**config.mk**
```make
export PLATFORM = sky130hd
export DESIGN_NAME = conv_window_scheduler
export DESIGN_NICKNAME = d
export VERILOG_FILES = /design/src/rtl/conv_window_scheduler.sv
export SDC_FILE = /design/constraint.sdc
export NUM_CORES = 1
export LEC_CHECK = 0
export CAP_MARGIN = 20
export CELL_PAD_IN_SITES_DETAIL_PLACEMENT = 1
export CELL_PAD_IN_SITES_GLOBAL_PLACEMENT = 1
export CORE_ASPECT_RATIO = 0.75
export CORE_MARGIN = 3
export CORE_UTILIZATION = 44
export CTS_CLUSTER_SIZE = 30
export DETAILED_ROUTE_END_ITERATION = 8
export PLACE_DENSITY_LB_ADDON = 0.1
export SETUP_SLACK_MARGIN = 0.1
export SLEW_MARGIN = 40
export SYNTH_ARGS = -nofsm -noshare
export SYNTH_HDL_FRONTEND = slang
export SYNTH_SLANG_ARGS = --single-unit
```
**constraint.sdc**
```tcl
create_clock -name clk -period 10.44 [get_ports clk]
set_input_delay 1.044 -clock clk [delete_from_list [all_inputs] [get_ports clk]]
set_output_delay 1.044 -clock clk [all_outputs]
set_load 0.02 [all_outputs]
```
**src/rtl/conv_window_scheduler.sv**
```systemverilog
// rtl/conv_window_scheduler.sv - sliding-window fetch/convolve/write sequencer for a KxK conv unit
module conv_window_scheduler #(
    parameter int IMG_W  = 32,
    parameter int IMG_H  = 32,
    parameter int K      = 5,
    parameter int DATA_W = 16,
    parameter int ADDR_W = 16
) (
    input  logic                  clk,
    input  logic                  rst_n,
    input  logic                  start,
    output logic                  busy,
    output logic                  done,
    output logic [ADDR_W-1:0]     in_addr,
    output logic                  in_re,
    input  logic [DATA_W-1:0]     in_data,
    output logic [K*K*DATA_W-1:0] window_flat,
    output logic                  conv_start,
    input  logic                  conv_finish,
    input  logic [DATA_W-1:0]     conv_result,
    output logic [ADDR_W-1:0]     out_addr,
    output logic [DATA_W-1:0]     out_data,
    output logic                  out_we
);

    localparam int CW = $clog2(K*K+1);
    localparam logic [CW-1:0]     LP_KK    = CW'(K*K);
    localparam logic [CW-1:0]     LP_K     = CW'(K);
    localparam logic [CW-1:0]     LP_KM1   = CW'(K-1);
    localparam logic [ADDR_W-1:0] LP_W     = ADDR_W'(IMG_W);
    localparam logic [ADDR_W-1:0] LP_OW    = ADDR_W'(IMG_W-K+1);
    localparam logic [ADDR_W-1:0] LP_OXMAX = ADDR_W'(IMG_W-K);
    localparam logic [ADDR_W-1:0] LP_OYMAX = ADDR_W'(IMG_H-K);

    // The whole input map must be addressable.
    if (64'(IMG_W) * 64'(IMG_H) > (64'd1 << ADDR_W)) begin : g_addr_chk
        $error("conv_window_scheduler: IMG_W*IMG_H does not fit in ADDR_W");
    end

    typedef enum logic [2:0] {
        S_IDLE, S_LOAD_FULL, S_LOAD_COL, S_CONV, S_WRITE, S_DONE
    } state_t;

    state_t             r_state;
    logic [ADDR_W-1:0]  r_ox, r_oy;
    logic [CW-1:0]      r_cnt;       // cycles spent in the current load state
    logic [CW-1:0]      r_rr, r_rc;  // window offset of the read currently on in_addr
    logic               r_pend;      // a read issued last cycle returns data this cycle
    logic [CW-1:0]      r_pr, r_pc;  // window offset that returning datum belongs to
    logic [DATA_W-1:0]  r_win [K*K];

    logic [CW-1:0]      w_nr, w_nc;
    logic [CW-1:0]      w_last;

    function automatic logic [ADDR_W-1:0] f_addr(input logic [ADDR_W-1:0] y,
                                                 input logic [ADDR_W-1:0] x);
        return y * LP_W + x;
    endfunction

    for (genvar gi = 0; gi < K*K; gi++) begin : g_flat
        assign window_flat[gi*DATA_W +: DATA_W] = r_win[gi];
    end

    // Next read offset: rows advance fastest, then columns (column-major fill).
    always_comb begin
        w_nr   = r_rr + CW'(1);
        w_nc   = r_rc;
        w_last = (r_state == S_LOAD_FULL) ? LP_KK : LP_K;
        if (r_rr == LP_KM1) begin
            w_nr = '0;
            w_nc = r_rc + CW'(1);
        end
    end

    // Main sequencer: fetch, window assembly, conv handshake and result write.
    always_ff @(posedge clk) begin
        if (!rst_n) begin
            r_state    <= S_IDLE;
            busy       <= 1'b0;
            done       <= 1'b0;
            in_re      <= 1'b0;
            in_addr    <= '0;
            conv_start <= 1'b0;
            out_addr   <= '0;
            out_data   <= '0;
            out_we     <= 1'b0;
            r_ox       <= '0;
            r_oy       <= '0;
            r_cnt      <= '0;
            r_rr       <= '0;
            r_rc       <= '0;
            r_pend     <= 1'b0;
            r_pr       <= '0;
            r_pc       <= '0;
            for (int i = 0; i < K*K; i++) r_win[i] <= '0;
        end else begin
            case (r_state)
                S_IDLE: begin
                    if (start) begin
                        r_state <= S_LOAD_FULL;
                        busy    <= 1'b1;
                        in_re   <= 1'b1;
                        in_addr <= '0;
                        r_ox    <= '0;
                        r_oy    <= '0;
                        r_rr    <= '0;
                        r_rc    <= '0;
                        r_cnt   <= '0;
                    end
                end
                S_LOAD_FULL, S_LOAD_COL: begin
                    if (r_pend) begin
                        for (int r = 0; r < K; r++) begin
                            if (r == int'(r_pr)) begin
                                if (r_state == S_LOAD_FULL) begin
                                    for (int c = 0; c < K; c++)
                                        if (c == int'(r_pc)) r_win[r*K+c] <= in_data;
                                end else begin
                                    for (int c = 0; c < K-1; c++)
                                        r_win[r*K+c] <= r_win[r*K+c+1];
                                    r_win[r*K+K-1] <= in_data;
                                end
                            end
                        end
                    end
                    r_pend <= in_re;
                    r_pr   <= r_rr;
                    r_pc   <= r_rc;
                    if (r_cnt == w_last) begin
                        in_re      <= 1'b0;
                        conv_start <= 1'b1;
                        r_state    <= S_CONV;
                    end else begin
                        r_cnt <= r_cnt + CW'(1);
                        if (r_cnt + CW'(1) < w_last) begin
                            r_rr    <= w_nr;
                            r_rc    <= w_nc;
                            in_re   <= 1'b1;
                            in_addr <= f_addr(r_oy + ADDR_W'(w_nr), r_ox + ADDR_W'(w_nc));
                        end else begin
                            in_re <= 1'b0;
                        end
                    end
                end
                S_CONV: begin
                    if (conv_finish) begin
                        conv_start <= 1'b0;
                        out_data   <= conv_result;
                        out_addr   <= r_oy * LP_OW + r_ox;
                        out_we     <= 1'b1;
                        r_state    <= S_WRITE;
                    end
                end
                S_WRITE: begin
                    out_we <= 1'b0;
                    r_rr   <= '0;
                    r_cnt  <= '0;
                    if (r_ox < LP_OXMAX) begin
                        r_ox    <= r_ox + ADDR_W'(1);
                        r_rc    <= LP_KM1;
                        in_re   <= 1'b1;
                        in_addr <= f_addr(r_oy, r_ox + ADDR_W'(K));
                        r_state <= S_LOAD_COL;
                    end else begin
                        r_ox <= '0;
                        if (r_oy < LP_OYMAX) begin
                            r_oy    <= r_oy + ADDR_W'(1);
                            r_rc    <= '0;
                            in_re   <= 1'b1;
                            in_addr <= f_addr(r_oy + ADDR_W'(1), '0);
                            r_state <= S_LOAD_FULL;
                        end else begin
                            done    <= 1'b1;
                            r_state <= S_DONE;
                        end
                    end
                end
                S_DONE: begin
                    done    <= 1'b0;
                    busy    <= 1'b0;
                    r_state <= S_IDLE;
                end
                default: r_state <= S_IDLE;
            endcase
        end
    end

endmodule

```
==> run metrics <==
Slew headroom=44.6%; Core ar.=53500 um2; Synth Area in XOR/XNOR=2.62%; status=completed; dpl hpwl=62.7 mm; PwrDens=171 nW/um2; Inserted Clock Buffers=52; layout cell share with drive strength beyond 1=7.45%; final hold viol count=0; setup TNS=0 ps; Die ar.=57500 um2; Detailed Routing Iterations Pass 1=5; clock power share=35.4%; Lkg Pwr=12.2 nW; start point of the worst min-delay path=out_data[2]$_SDFFE_PN0P_; HP Class=flop to flop; sw frac=29.9%; Synth Area in Compound Gates=18.4%; clock sink total=514; max-slew violation count=0; Worst VDD drop=0.000126 V; internal power=3.79 mW; endpoints failing setup=0; critical path capture point type=flop; Clock H-tree levels=2; Worst-path clk slew=60 ps; gp weighted congestion=0.880; crit path launch=r_oy[2]$_SDFFE_PN0P_; final cell count without fillers=3237; syn nets=2162; Layout Nets=2614; Adder-Cell Fraction of Synth Area=5.55%; hold slack=457 ps; CTS root buf=clkbuf_16; # DRC=0; first-pass GRT wire length=127 mm; CTS tree=done; PostCTS Resize Cnt=0; vias in the first global route=19900; I/O pins=489; Register Area=14300 um2; Startpoint Class=flop; Synth Register Bits=514; Psw=1.61 mW; initial antenna violation count=2; Die H=208 um; Worst Skew=22.4 ps; Initial Utilization=44.9%; Synth Area in Simple Gates=10.3%; minimum clock period=4740 ps; Vias=19000; # port buffers=488; Core Rows=73; CP max FO=14; GRT Total Usage=29.2%; Reg power frac=45.2%; largest family of logic cells by synthesized area=compound AO/OA/AOI/OAI gates; cells after synthesis=2030; Worst-Skew Late Latency=610 ps; dpl cells=3140; kind of critical path=flop to flop; Filler cells=5433; clk buf depth=3; synth-to-layout area growth=31.2%; largest net degree at the start of global routing=74; total gr overflow=0; synthesized cell area=24000 um2; Wirelength per Cell=26.5 um; post-synthesis mux area share=0.291%; final WL=85.8 mm; EDFF count, synth=400; R2R Path Start=r_oy[2]$_SDFFE_PN0P_; Synthesis Warnings=0; Gate power share=19.4%; final worst-path cycle share=45.4%; Max Fclk=211 MHz; CTS Hold Buffers Added=0; footprint of the multi-input gates=9140 um2; measured slew at the worst slew-check pin=829 ps; Vias per Instance=5.87; ys flop type=edfxtp_1; Final Power=5.40 mW; unrepaired setup endpoints after global routing=false; async set-reset flop share out of synthesis=0%; Iteration-0 DRC Markers=1569; syn_area_per_cell=11.8 um2; Synth cell types=73; Max Cap Viol=0; Worst Path Arrival=5220 ps; Worst EP required=10920 ps; Post-CTS Setup Bufs=0; antenna-violating nets left=0; Die Wd=276 um; part of the Yosys area used for sequential elements=59.5%
[cell families after synthesis]
family	Yosys count
fa+ha+maj	98
buf+inv	198
compound gates	615
xor+xnor	72
mux	7
flops	514
simple gates	526
[synthesized netlist by cell type (15+ instances only)]
| library cell | number | share of area (%) |
|---|---|---|
| nor3_1 | 25 | 0.52 |
| dfxtp_1 | 114 | 9.5 |
| inv_1 | 55 | 0.86 |
| edfxtp_1 | 400 | 50 |
| o21ai_0 | 88 | 1.8 |
| nand2_1 | 198 | 3.1 |
| nand3_1 | 32 | 0.67 |
| clkbuf_1 | 108 | 1.7 |
| a22o_1 | 216 | 7.9 |
| and3_1 | 22 | 0.57 |
| xnor2_1 | 52 | 1.9 |
| a21oi_1 | 121 | 2.5 |
| fa_1 | 15 | 1.2 |
| buf_2 | 23 | 0.48 |
| and2_1 | 52 | 1.4 |
| nor2_1 | 127 | 2.0 |
| a21o_1 | 78 | 2.4 |
| a211oi_1 | 16 | 0.50 |
| xor2_1 | 20 | 0.73 |
| ha_1 | 81 | 4.2 |
[sequential cells by signal, indices dropped and copies added, names as in the netlist, 3 cells and up]
register,count
in_addr,16
out_addr,16
out_data,16
r_cnt,5
r_ox,16
r_oy,16
r_pc,5
r_pr,5
r_rc,5
r_rr,5
r_state,3
r_win,400
[worst paths after layout]
path                                    end  slack, ps  depth (start not counted)
setup reg to reg  out_addr[15]$_SDFFE_PN0P_       5700                         18
setup / recovery  out_addr[15]$_SDFFE_PN0P_       5700                         18
hold reg to reg    out_data[2]$_SDFFE_PN0P_        460                          2
hold / removal     out_data[2]$_SDFFE_PN0P_        460                          2
[layer usage]
layer / wire length (um) / up-vias / GRT usage, %
met5: 15 / - / 0
met4: 3370 / 2 / 11.0
li1: - / 8474 / -
met1: 35600 / 9688 / 37.9
met2: 40400 / 667 / 47.5
met3: 6400 / 161 / 6.78
[cell type report]
class	instances	area share (%)
Timing Repair Buffer	539	16.7
Clock inverter	29	1.02
Inverter	57	0.682
Multi-Input combinational cell	1318	29.0
Tap cell	712	2.83
Sequential cell	514	45.3
Clock buffer	67	4.41
Antenna cell	1	0.00794
[power groups by stage]
stage          clock network (mW)  registers (mW)  logic, mW
2_1_floorplan                   0            2.58      0.450
3_3_place_gp                    0            2.48      0.998
3_5_place_dp                    0            2.48       1.04
4_1_cts                      1.95            2.44       1.04
5_1_grt                      2.02            2.46       1.12
6_report                     1.91            2.44       1.05
[critical path: stages, from the launching register on]
cell and delay [ps]:
dfxtp_1 500, fa_1 590, ha_1 190, inv_1 60, fa_1 400, nor2b_1 120, o21ai_0 120, a21boi_0 250
o21ai_0 140, a21boi_0 280, nor2_1 100, ha_1 360, and3_1 180, a21oi_1 130, o21ai_0 150, o41ai_1 450
o21ai_0 250, xnor2_1 250, a21oi_1 100
[per-stage QoR]
| stage | setup WS (ps) | util (%) | cell area [um2] |
|---|---|---|---|
| after floorplan | 6280 | - | 24000 |
| after detailed placement | 5810 | 55.7 | 29800 |
| final | 5700 | 58.9 | 31500 |
| after global routing | 5270 | 58.9 | 31500 |
| after CTS | 5790 | 58.9 | 31500 |
| after global placement | 6080 | 55.4 | 29700 |
[cells in the final DEF, fill, tap and decap left out, types with 20 or more instances in the layout]
cell / instances
nor2_1: 106
xnor2_1: 52
buf_4: 48
inv_1: 55
ha_1: 81
a21oi_1: 119
nand2_1: 198
a22o_1: 216
clkbuf_16: 52
clkdlybuf4s50_1: 487
o21ai_0: 62
and2_1: 52
o21ai_1: 21
nand3_1: 32
nor3_1: 25
and3_1: 22
dfxtp_1: 114
xor2_1: 20
edfxtp_1: 400
a21o_1: 78
No activity file was read; power rests on OpenSTA's default activity.
